### config.mk
export PLATFORM = sky130hd
export DESIGN_NAME = mult
export DESIGN_NICKNAME = d
export VERILOG_FILES = /design/src/rtl/mult.sv
export SDC_FILE = /design/constraint.sdc
export NUM_CORES = 1
export LEC_CHECK = 0
export ABC_CLOCK_PERIOD_IN_PS = 3650
export BUFFER_PORTS_ARGS = -buffer_cell sky130_fd_sc_hd__buf_2
export CAP_MARGIN = 20
export CORE_ASPECT_RATIO = 2
export CORE_MARGIN = 3
export CORE_UTILIZATION = 52
export DETAILED_ROUTE_END_ITERATION = 10
export PLACE_DENSITY = 0.77
export SLEW_MARGIN = 30
export SYNTH_ARGS = -nofsm -noshare
export SYNTH_HDL_FRONTEND = slang
export SYNTH_SLANG_ARGS = --single-unit
### constraint.sdc
create_clock -name clk -period 3.65 [get_ports clk]
set_clock_uncertainty 0.1 [all_clocks]
set_input_delay 0.73 -clock clk [delete_from_list [all_inputs] [get_ports clk]]
set_output_delay 0.73 -clock clk [all_outputs]
set_load 0.05 [all_outputs]
### src/rtl/mult.sv
`default_nettype none
// ============================================================================
//  Module      : mult
//  Description : 32x32 signed multiplier using radix-2 Booth recoding, one
//                recoding step per clock. The operation runs as an
//                IDLE -> RUN -> DONE sequence: the result appears 32 cycles
//                after the capture edge and is held while mult_ctrl stays
//                high. Dropping mult_ctrl during RUN abandons the operation
//                and leaves the previous result in place.
//  Ports       : clk       - clock, rising edge
//                reset     - synchronous active-high reset
//                mult_ctrl - request / hold (high), return to idle (low)
//                a, b      - signed multiplicand / multiplier (32 bit)
//                hi, lo    - upper / lower halves of the 64-bit product
//                mult_end  - high while hi/lo hold the current result
//  Options     : MULT_ZERO_BYPASS_EN - when defined, a zero operand at the
//                capture edge completes after one cycle with a zero result.
//  Revision    : 1.0 - initial release
// ============================================================================
module mult (
    input  logic        clk,
    input  logic        reset,
    input  logic        mult_ctrl,
    input  logic [31:0] a,
    input  logic [31:0] b,
    output logic [31:0] hi,
    output logic [31:0] lo,
    output logic        mult_end
);

    typedef enum logic [1:0] {
        S_IDLE = 2'd0,
        S_RUN  = 2'd1,
        S_DONE = 2'd2
    } state_t;

    localparam logic [5:0] c_STEPS = 6'd32;

    state_t      r_state;
    state_t      w_state_nxt;
    logic [31:0] r_m;
    logic [32:0] r_acc;
    logic [31:0] r_q;
    logic        r_qm1;
    logic [5:0]  r_cnt;

    logic [31:0] w_m_nxt;
    logic [32:0] w_acc_nxt;
    logic [31:0] w_q_nxt;
    logic        w_qm1_nxt;
    logic [5:0]  w_cnt_nxt;
    logic [31:0] w_hi_nxt;
    logic [31:0] w_lo_nxt;
    logic        w_end_nxt;

    // Combinational Booth step: add/subtract M, then arithmetic shift of
    // {acc,Q,Q(-1)}. The 33-bit accumulator absorbs the -(-2^31) case.
    logic [32:0] w_m_ext;
    logic [32:0] w_sum;
    logic [32:0] w_acc_sh;
    logic [31:0] w_q_sh;

    always_comb begin
        w_m_ext = {r_m[31], r_m};
        unique case ({r_q[0], r_qm1})
            2'b01:   w_sum = r_acc + w_m_ext;
            2'b10:   w_sum = r_acc - w_m_ext;
            default: w_sum = r_acc;
        endcase
        w_acc_sh = {w_sum[32], w_sum[32:1]};
        w_q_sh   = {w_sum[0], r_q[31:1]};
    end

`ifdef MULT_ZERO_BYPASS_EN
    // Remembers that the captured request had a zero operand.
    logic r_zero;
    logic w_zero_nxt;
`endif

    always_comb begin
        w_state_nxt = r_state;
        w_m_nxt     = r_m;
        w_acc_nxt   = r_acc;
        w_q_nxt     = r_q;
        w_qm1_nxt   = r_qm1;
        w_cnt_nxt   = r_cnt;
        w_hi_nxt    = hi;
        w_lo_nxt    = lo;
        w_end_nxt   = mult_end;
`ifdef MULT_ZERO_BYPASS_EN
        w_zero_nxt  = r_zero;
`endif
        unique case (r_state)
            S_IDLE: begin
                w_end_nxt = 1'b0;
                if (mult_ctrl) begin
                    w_m_nxt     = a;
                    w_q_nxt     = b;
                    w_qm1_nxt   = 1'b0;
                    w_acc_nxt   = 33'd0;
                    w_cnt_nxt   = c_STEPS;
`ifdef MULT_ZERO_BYPASS_EN
                    w_zero_nxt  = (a == 32'd0) || (b == 32'd0);
`endif
                    w_state_nxt = S_RUN;
                end
            end
            S_RUN: begin
                if (!mult_ctrl) begin
                    // Abort: results from the previous operation stay put.
                    w_end_nxt   = 1'b0;
                    w_state_nxt = S_IDLE;
                end
`ifdef MULT_ZERO_BYPASS_EN
                else if (r_zero) begin
                    w_hi_nxt    = 32'd0;
                    w_lo_nxt    = 32'd0;
                    w_end_nxt   = 1'b1;
                    w_state_nxt = S_DONE;
                end
`endif
                else begin
                    w_acc_nxt = w_acc_sh;
                    w_q_nxt   = w_q_sh;
                    w_qm1_nxt = r_q[0];
                    w_cnt_nxt = r_cnt - 6'd1;
                    if (r_cnt == 6'd1) begin
                        // Last step: acc[32] is only sign extension.
                        w_hi_nxt    = w_acc_sh[31:0];
                        w_lo_nxt    = w_q_sh;
                        w_end_nxt   = 1'b1;
                        w_state_nxt = S_DONE;
                    end
                end
            end
            S_DONE: begin
                if (!mult_ctrl) begin
                    w_end_nxt   = 1'b0;
                    w_state_nxt = S_IDLE;
                end
            end
            default: begin
                w_end_nxt   = 1'b0;
                w_state_nxt = S_IDLE;
            end
        endcase
    end

    always_ff @(posedge clk) begin
        if (reset) begin
            r_state  <= S_IDLE;
            r_m      <= 32'd0;
            r_acc    <= 33'd0;
            r_q      <= 32'd0;
            r_qm1    <= 1'b0;
            r_cnt    <= 6'd0;
            hi       <= 32'd0;
            lo       <= 32'd0;
            mult_end <= 1'b0;
`ifdef MULT_ZERO_BYPASS_EN
            r_zero   <= 1'b0;
`endif
        end else begin
            r_state  <= w_state_nxt;
            r_m      <= w_m_nxt;
            r_acc    <= w_acc_nxt;
            r_q      <= w_q_nxt;
            r_qm1    <= w_qm1_nxt;
            r_cnt    <= w_cnt_nxt;
            hi       <= w_hi_nxt;
            lo       <= w_lo_nxt;
            mult_end <= w_end_nxt;
`ifdef MULT_ZERO_BYPASS_EN
            r_zero   <= w_zero_nxt;
`endif
        end
    end

endmodule
`default_nettype wire

==> impl_metrics.yaml, run 1 <==
clock_tree:
  cts.clk_slew.worst_paths_ns: 0.06
  cts_buffer_depth: 2
  cts_tree: "built"
  numClockSinks: 170
  cts_root_buf: "clkbuf_16"
  clk-insertion-delay-late_ns: 0.43
  htree_num_levels: 4
  numCtsBuffers: 17
yosys:
  ys_ff_latch: 170
  yosysWarningCount: 0
  ys_seq_area_share_pct: 37.8
  synth_cell_types: 65
  syn-num-nets: 1251
  synthFlopType: "dfxtp_1"
  ys_async_sr_fraction_pct: 0
  synth_edf_count: 0
  syn_area_per_cell_um2: 7.85
  synthesis.area_mm2: 0.00900
  synthCells: 1147
worst_hold_path:
  min_path_type: "reg2reg"
power:
  power_frac_clock_pct: 36.4
  combPwrFrac_pct: 22.6
  power.density_mw_per_mm2: 417
  p_seq_share_pct: 40.9
  swShare_pct: 29.5
  ir_drop_v: 0.000420
  net-switching-power_mw: 1.42
  leakage_nw: 4.95
  p_int_mw: 3.40
floorplan:
  die_x_um: 99.1
  ios: 132
  row_count: 67
  die_y_um: 192
  initial_core_util_pct: 53.4
  core-area_mm2: 0.0168
  die_area_mm2: 0.0190
global_route:
  first_global_vias: 8633
  grt_usage_pct: 26.4
  grt_pass1_wl_mm: 40.6
  grt_max_degree: 110
  grt_overflow_total: 0
  antenna_found_initial: 0
setup_path:
  r2r_start: "r_m[5]$_SDFFE_PP0P_"
  ff2ff_setup_slack_ns: 0.008
  worstSetupEndpoint: "r_acc[29]$_SDFFE_PP0P_"
  crit_fanout: 4
  path_class: "reg2reg"
  crit_start: "r_m[5]$_SDFFE_PP0P_"
  cp-end-kind: "flop"
  cp.required_ns: 3.84
  reg2reg_depth: 16
  r2r-end: "r_acc[29]$_SDFFE_PP0P_"
  start_kind: "flop"
  arrival_ns: 3.83
detailed_routing:
  totalWireLength_mm: 25.7
  wl_per_cell_um: 16.5
  first_pass_iters: 5
  ant_nets: 0
  viasPerCell: 5.62
  first_iter_violations: 379
  via_count: 8745
  drc: 0
sta:
  tightest_slew_ns: 0.837
  timing.final.crit_share_pct: 99.8
  slew_headroom_pct: 44.2
  fmax_mhz: 275
  slew_viol_final: 0
  setup_viol: 0
  rsz0062_at_grt: "yes"
  min_period_ns: 3.64
  fin_setup_tns_ns: 0
  hold_violations: 0
place:
  place.gp.congestion: 0.888
  dp_hpwl_mm: 18.5
  placed_area_mm2: 0.0104
  io_buffers: 131
layout:
  drive_gt1_share_pct: 27.8
  final_common_cell: "nand2_1"
  layout_common_cells: "nand2_1, dfxtp_1, buf_2"
  final_area_mm2: 0.0116
  area_growth_pct: 28.5
  fin_nets: 1441
  diodes: 0
outcome:
  outcome: "finished, final reports clean"
run:
  timing.max_cap.violations: 0
critical path: stages (launching register included):
cell and delay (ns):
dfxtp_2 0.34, nor4_4 0.30, buf_4 0.18, and3_4 0.20
nand2_2 0.08, nor3_2 0.14, nor2_1 0.07, xnor2_1 0.24
ha_1 0.29, buf_4 0.16, a21o_1 0.18, a31oi_2 0.20
o21a_1 0.25, nor2_2 0.09, a221oi_2 0.27, xor2_1 0.29
o22ai_1 0.13
metrics by stage:
| step | hold slack (ns) | utilization, % | power (mW) | worst slack (ns) | std cells |
|---|---|---|---|---|---|
| finish | 0.352 | 68.7 | 4.82 | 0.00835 | 1557 |
| global route | 0.367 | 68.7 | 5.02 | -0.217 | 1557 |
| CTS | 0.353 | 66.3 | 4.74 | 0.0109 | 1548 |
| detailed placement | 0.343 | 62.0 | 2.96 | -0.210 | 1508 |
| global placement | 0.341 | 62.0 | 2.95 | -0.153 | 1508 |
| floorplan | 0.332 | - | 2.63 | 0.00969 | 1147 |
area by class of cell:
class,instances,area [µm²]
Multi-Input combinational cell,878,5680
Fill cell,1366,5280
Sequential cell,170,3410
Timing Repair Buffer,249,1580
Clock buffer,19,453
Tap cell,207,259
Clock inverter,13,116
Inverter,21,78.8
synthesized netlist by cell type, drive strengths merged (10+ instances only):
cell	n	area share, %
nand2	198	8.3
a22oi	15	1.3
a31oi	12	0.83
nand3	17	0.94
nor3	25	1.4
dfxtp	170	38
nor2	127	5.3
clkbuf	68	2.8
a211oi	44	3.7
inv	21	0.88
a21oi	126	7.0
xnor2	48	4.7
buf	10	0.49
ha	36	5.0
o21ai	50	2.8
a21o	17	1.4
xor2	15	1.5
mux2i	40	4.4
how the worst min path moves through the flow:
stage                        start             endpoint  slack (ns)  cells past startpoint
4_1_cts        hi[13]$_SDFFE_PP0P_  hi[13]$_SDFFE_PP0P_        0.35                      2
5_1_grt        lo[23]$_SDFFE_PP0P_  lo[23]$_SDFFE_PP0P_        0.37                      2
3_3_place_gp    lo[1]$_SDFFE_PP0P_   lo[1]$_SDFFE_PP0P_        0.34                      2
2_1_floorplan   r_qm1$_SDFFE_PP0P_   r_qm1$_SDFFE_PP0P_        0.33                      2
6_report       lo[23]$_SDFFE_PP0P_  lo[23]$_SDFFE_PP0P_        0.35                      2
3_5_place_dp   hi[13]$_SDFFE_PP0P_  hi[13]$_SDFFE_PP0P_        0.34                      2
metal layers:
metal	vias to the layer above	global-route usage [%]	share of wire [%]
li1	4376	-	-
met1	4068	28.2	38
met2	229	48.9	53
met3	72	3.56	4.1
met4	0	14.4	5.0
met5	-	0	0
registers in the layout, indices dropped and copies added, names as in the netlist:
name,flops
hi,32
lo,32
r_acc,32
r_m,32
r_q,32
r_cnt,6
r_state,2
mult_end,1
r_qm1,1
timing repair:
action                     CTS  global route
resized for setup           24            80
setup endpoints to repair   15            25
hold buffers                 0             0
buffers inserted             8            12
pin swaps                   14            59
power by group through the flow:
stage | clock network, mW | registers [mW] | logic [mW]
2_1_floorplan | 0 | 2.00 | 0.625
3_3_place_gp | 0 | 2.01 | 0.943
3_5_place_dp | 0 | 2.01 | 0.954
4_1_cts | 1.79 | 1.97 | 0.989
5_1_grt | 1.85 | 1.98 | 1.19
6_report | 1.76 | 1.97 | 1.09
cells by family after synthesis:
kind of cell / synth area share (%)
and+or+nand+nor: 20.5
buffers and inverters: 4.20
AOI/OAI and AO/OA: 21.2
adders and majority gates: 5.22
DFF: 37.8
xor gates and xnor gates: 6.13
muxes: 4.99
(Power assumes the default switching activity.)
==> inputs of run 2 (changes only) <==
- ABC_CLOCK_PERIOD_IN_PS: 3650 -> 3400
- CORE_UTILIZATION: 52 -> 58
- PLACE_DENSITY: 0.77 -> 0.81
- clock period: 3.65 -> 3.4 ns (I/O delays scaled with it)
==> impl_metrics.yaml, run 2 (synthesized netlist as in run 1, its figures left out) <==
clock_tree:
  cts_root_buf: "clkbuf_16"
  cts.clk_slew.worst_paths_ns: 0.07
  cts_tree: "built"
  numCtsBuffers: 17
  cts_buffer_depth: 2
  htree_num_levels: 4
  clk-insertion-delay-late_ns: 0.44
  hold_buffers: 0
  numClockSinks: 170
power:
  ir_drop_v: 0.000389
  combPwrFrac_pct: 27.5
  power_frac_clock_pct: 34.0
  p_seq_share_pct: 38.6
  power.density_mw_per_mm2: 443
  p_int_mw: 3.72
  net-switching-power_mw: 1.78
  swShare_pct: 32.4
  leakage_nw: 5.34
floorplan:
  core-area_mm2: 0.0151
  die_y_um: 182
  row_count: 63
  die_area_mm2: 0.0171
  ios: 132
  initial_core_util_pct: 59.8
  die_x_um: 94.1
place:
  io_buffers: 131
  dp_hpwl_mm: 19.3
  place.gp.congestion: 0.998
  dp_slack_ns: -0.370
sta:
  setup_viol: 30
  timing.final.crit_share_pct: 111
  fmax_mhz: 266
  hold_violations: 0
  whs_ns: 0.350
  fin_setup_tns_ns: -5.71
  slew_headroom_pct: 51.4
  min_period_ns: 3.77
  fin_ws_ns: -0.365
  slew_viol_final: 0
  tightest_slew_ns: 0.728
  rsz0062_at_grt: "yes"
setup_path:
  start_kind: "flop"
  ff2ff_setup_slack_ns: -0.37
  crit_fanout: 4
  crit_top_cell: "a21o_1"
  cp.required_ns: 3.60
  r2r-end: "hi[24]$_SDFFE_PP0P_"
  arrival_ns: 3.96
  r2r_start: "r_m[8]$_SDFFE_PP0P_"
  reg2reg_depth: 16
  cp-end-kind: "flop"
  path_class: "reg2reg"
  slowest_delay_ns: 0.37
  path_cells: "nor4_4, buf_4, and3_4, a21oi_1, xnor2_1, ha_1, a21o_1, a21o_1, nor2_2, nand2_1, o21ai_2, buf_6, o21bai_4, a311oi_2, xor2_1, a211oi_2"
  critPathSlowestCell: "nor4_4"
layout:
  area_growth_pct: 37.7
  fin_nets: 1492
  layout_common_cells: "nand2_1, dfxtp_1, buf_4"
  diodes: 0
  drive_gt1_share_pct: 34.8
  final_common_cell: "nand2_1"
global_route:
  grt_usage_pct: 31.1
  first_global_vias: 8902
  use_met2_pct: 56.9
  grt_max_degree: 70
  gr-usage-met3_pct: 4.37
  busiest_layer: "met2"
  grt_pass1_wl_mm: 42.5
  grt_overflow_total: 0
  antenna_found_initial: 0
  gr-usage-met1_pct: 33.1
worst_hold_path:
  whs_endpoint: "lo[9]$_SDFFE_PP0P_"
  min_path_cells: 2
  min-delay-start: "lo[9]$_SDFFE_PP0P_"
  min_path_type: "reg2reg"
run:
  timing.max_cap.violations: 0
detailed_routing:
  via_count: 9863
  first_pass_iters: 6
  ant_nets: 0
  drc: 0
  totalWireLength_mm: 31.5
  wl_per_cell_um: 19.7
  first_iter_violations: 857
  viasPerCell: 6.18
outcome:
  outcome: "complete, but fails checks"
  violations: "setup timing"
-- run 2: changes by cell type in the layout (fill, tap and decap cells not counted), moves of 7 or more --
cell	previous run	this run
nor2_1	120	112
xnor2_1	44	37
buf_6	5	18
a21oi_1	116	104
nor2_2	5	12
a21oi_2	10	17
o21ai_0	34	27
buf_4	113	151
nand2_1	192	185
xnor2_2	4	11
-- run 2: worst max-delay path by stage --
stage	start	depth (start not counted)	endpoint
finish	r_m[8]$_SDFFE_PP0P_	16	hi[24]$_SDFFE_PP0P_
global route	r_m[8]$_SDFFE_PP0P_	16	r_acc[24]$_SDFFE_PP0P_
CTS	r_m[13]$_SDFFE_PP0P_	17	hi[31]$_SDFFE_PP0P_
detailed placement	r_m[4]$_SDFFE_PP0P_	17	hi[24]$_SDFFE_PP0P_
global placement	r_m[4]$_SDFFE_PP0P_	15	hi[24]$_SDFFE_PP0P_
floorplan	r_m[8]$_SDFFE_PP0P_	17	hi[31]$_SDFFE_PP0P_
-- run 2: power by group through the flow --
stage | combinational (mW) | sequential (mW) | clock (mW)
finish | 1.51 | 2.12 | 1.87
global route | 1.59 | 2.13 | 1.94
CTS | 1.19 | 2.11 | 1.86
detailed placement | 1.09 | 2.16 | 0
global placement | 1.07 | 2.16 | 0
floorplan | 0.684 | 2.15 | 0
-- run 2: stage by stage --
stage / power, mW / utilization, % / area [µm²] / std cells
after floorplan: 2.84 / - / 9100 / 1147
after global placement: 3.23 / 71.0 / 10700 / 1525
after detailed placement: 3.25 / 71.0 / 10700 / 1525
after CTS: 5.17 / 77.0 / 11600 / 1573
after global routing: 5.65 / 82.3 / 12400 / 1596
final: 5.50 / 82.3 / 12400 / 1596
-- run 2: worst max-delay path: cells and delay by family, from the launching register on --
| kind | cells | cell delay, ns |
|---|---|---|
| adders and majority gates | 1 | 0.34 |
| DFF | 1 | 0.34 |
| buffers and inverters | 2 | 0.33 |
| and+or+nand+nor | 4 | 0.81 |
| AOI/OAI and AO/OA | 7 | 1.24 |
| xor gates and xnor gates | 2 | 0.43 |
-- run 2: what timing repair did --
item	CTS	global route
resized for setup	63	140
buffers inserted	18	27
setup endpoints to repair	34	43
pin swaps	23	82
-- run 2: cell type report --
cell class                      count  area, µm²
Timing Repair Buffer              300       2000
Clock inverter                     13        110
Multi-Input combinational cell    878       6110
Clock buffer                       19        443
Fill cell                         922       2660
Tap cell                          195        244
Sequential cell                   170       3410
Inverter                           21       78.8
-- run 2: routing by layer --
layer,part of all wire (%),vias to the layer above,routed length (µm)
met5,0,-,0
met3,7.6,168,2400
li1,-,4486,-
met2,51,590,16000
met4,6.9,0,2170
met1,35,4619,10900
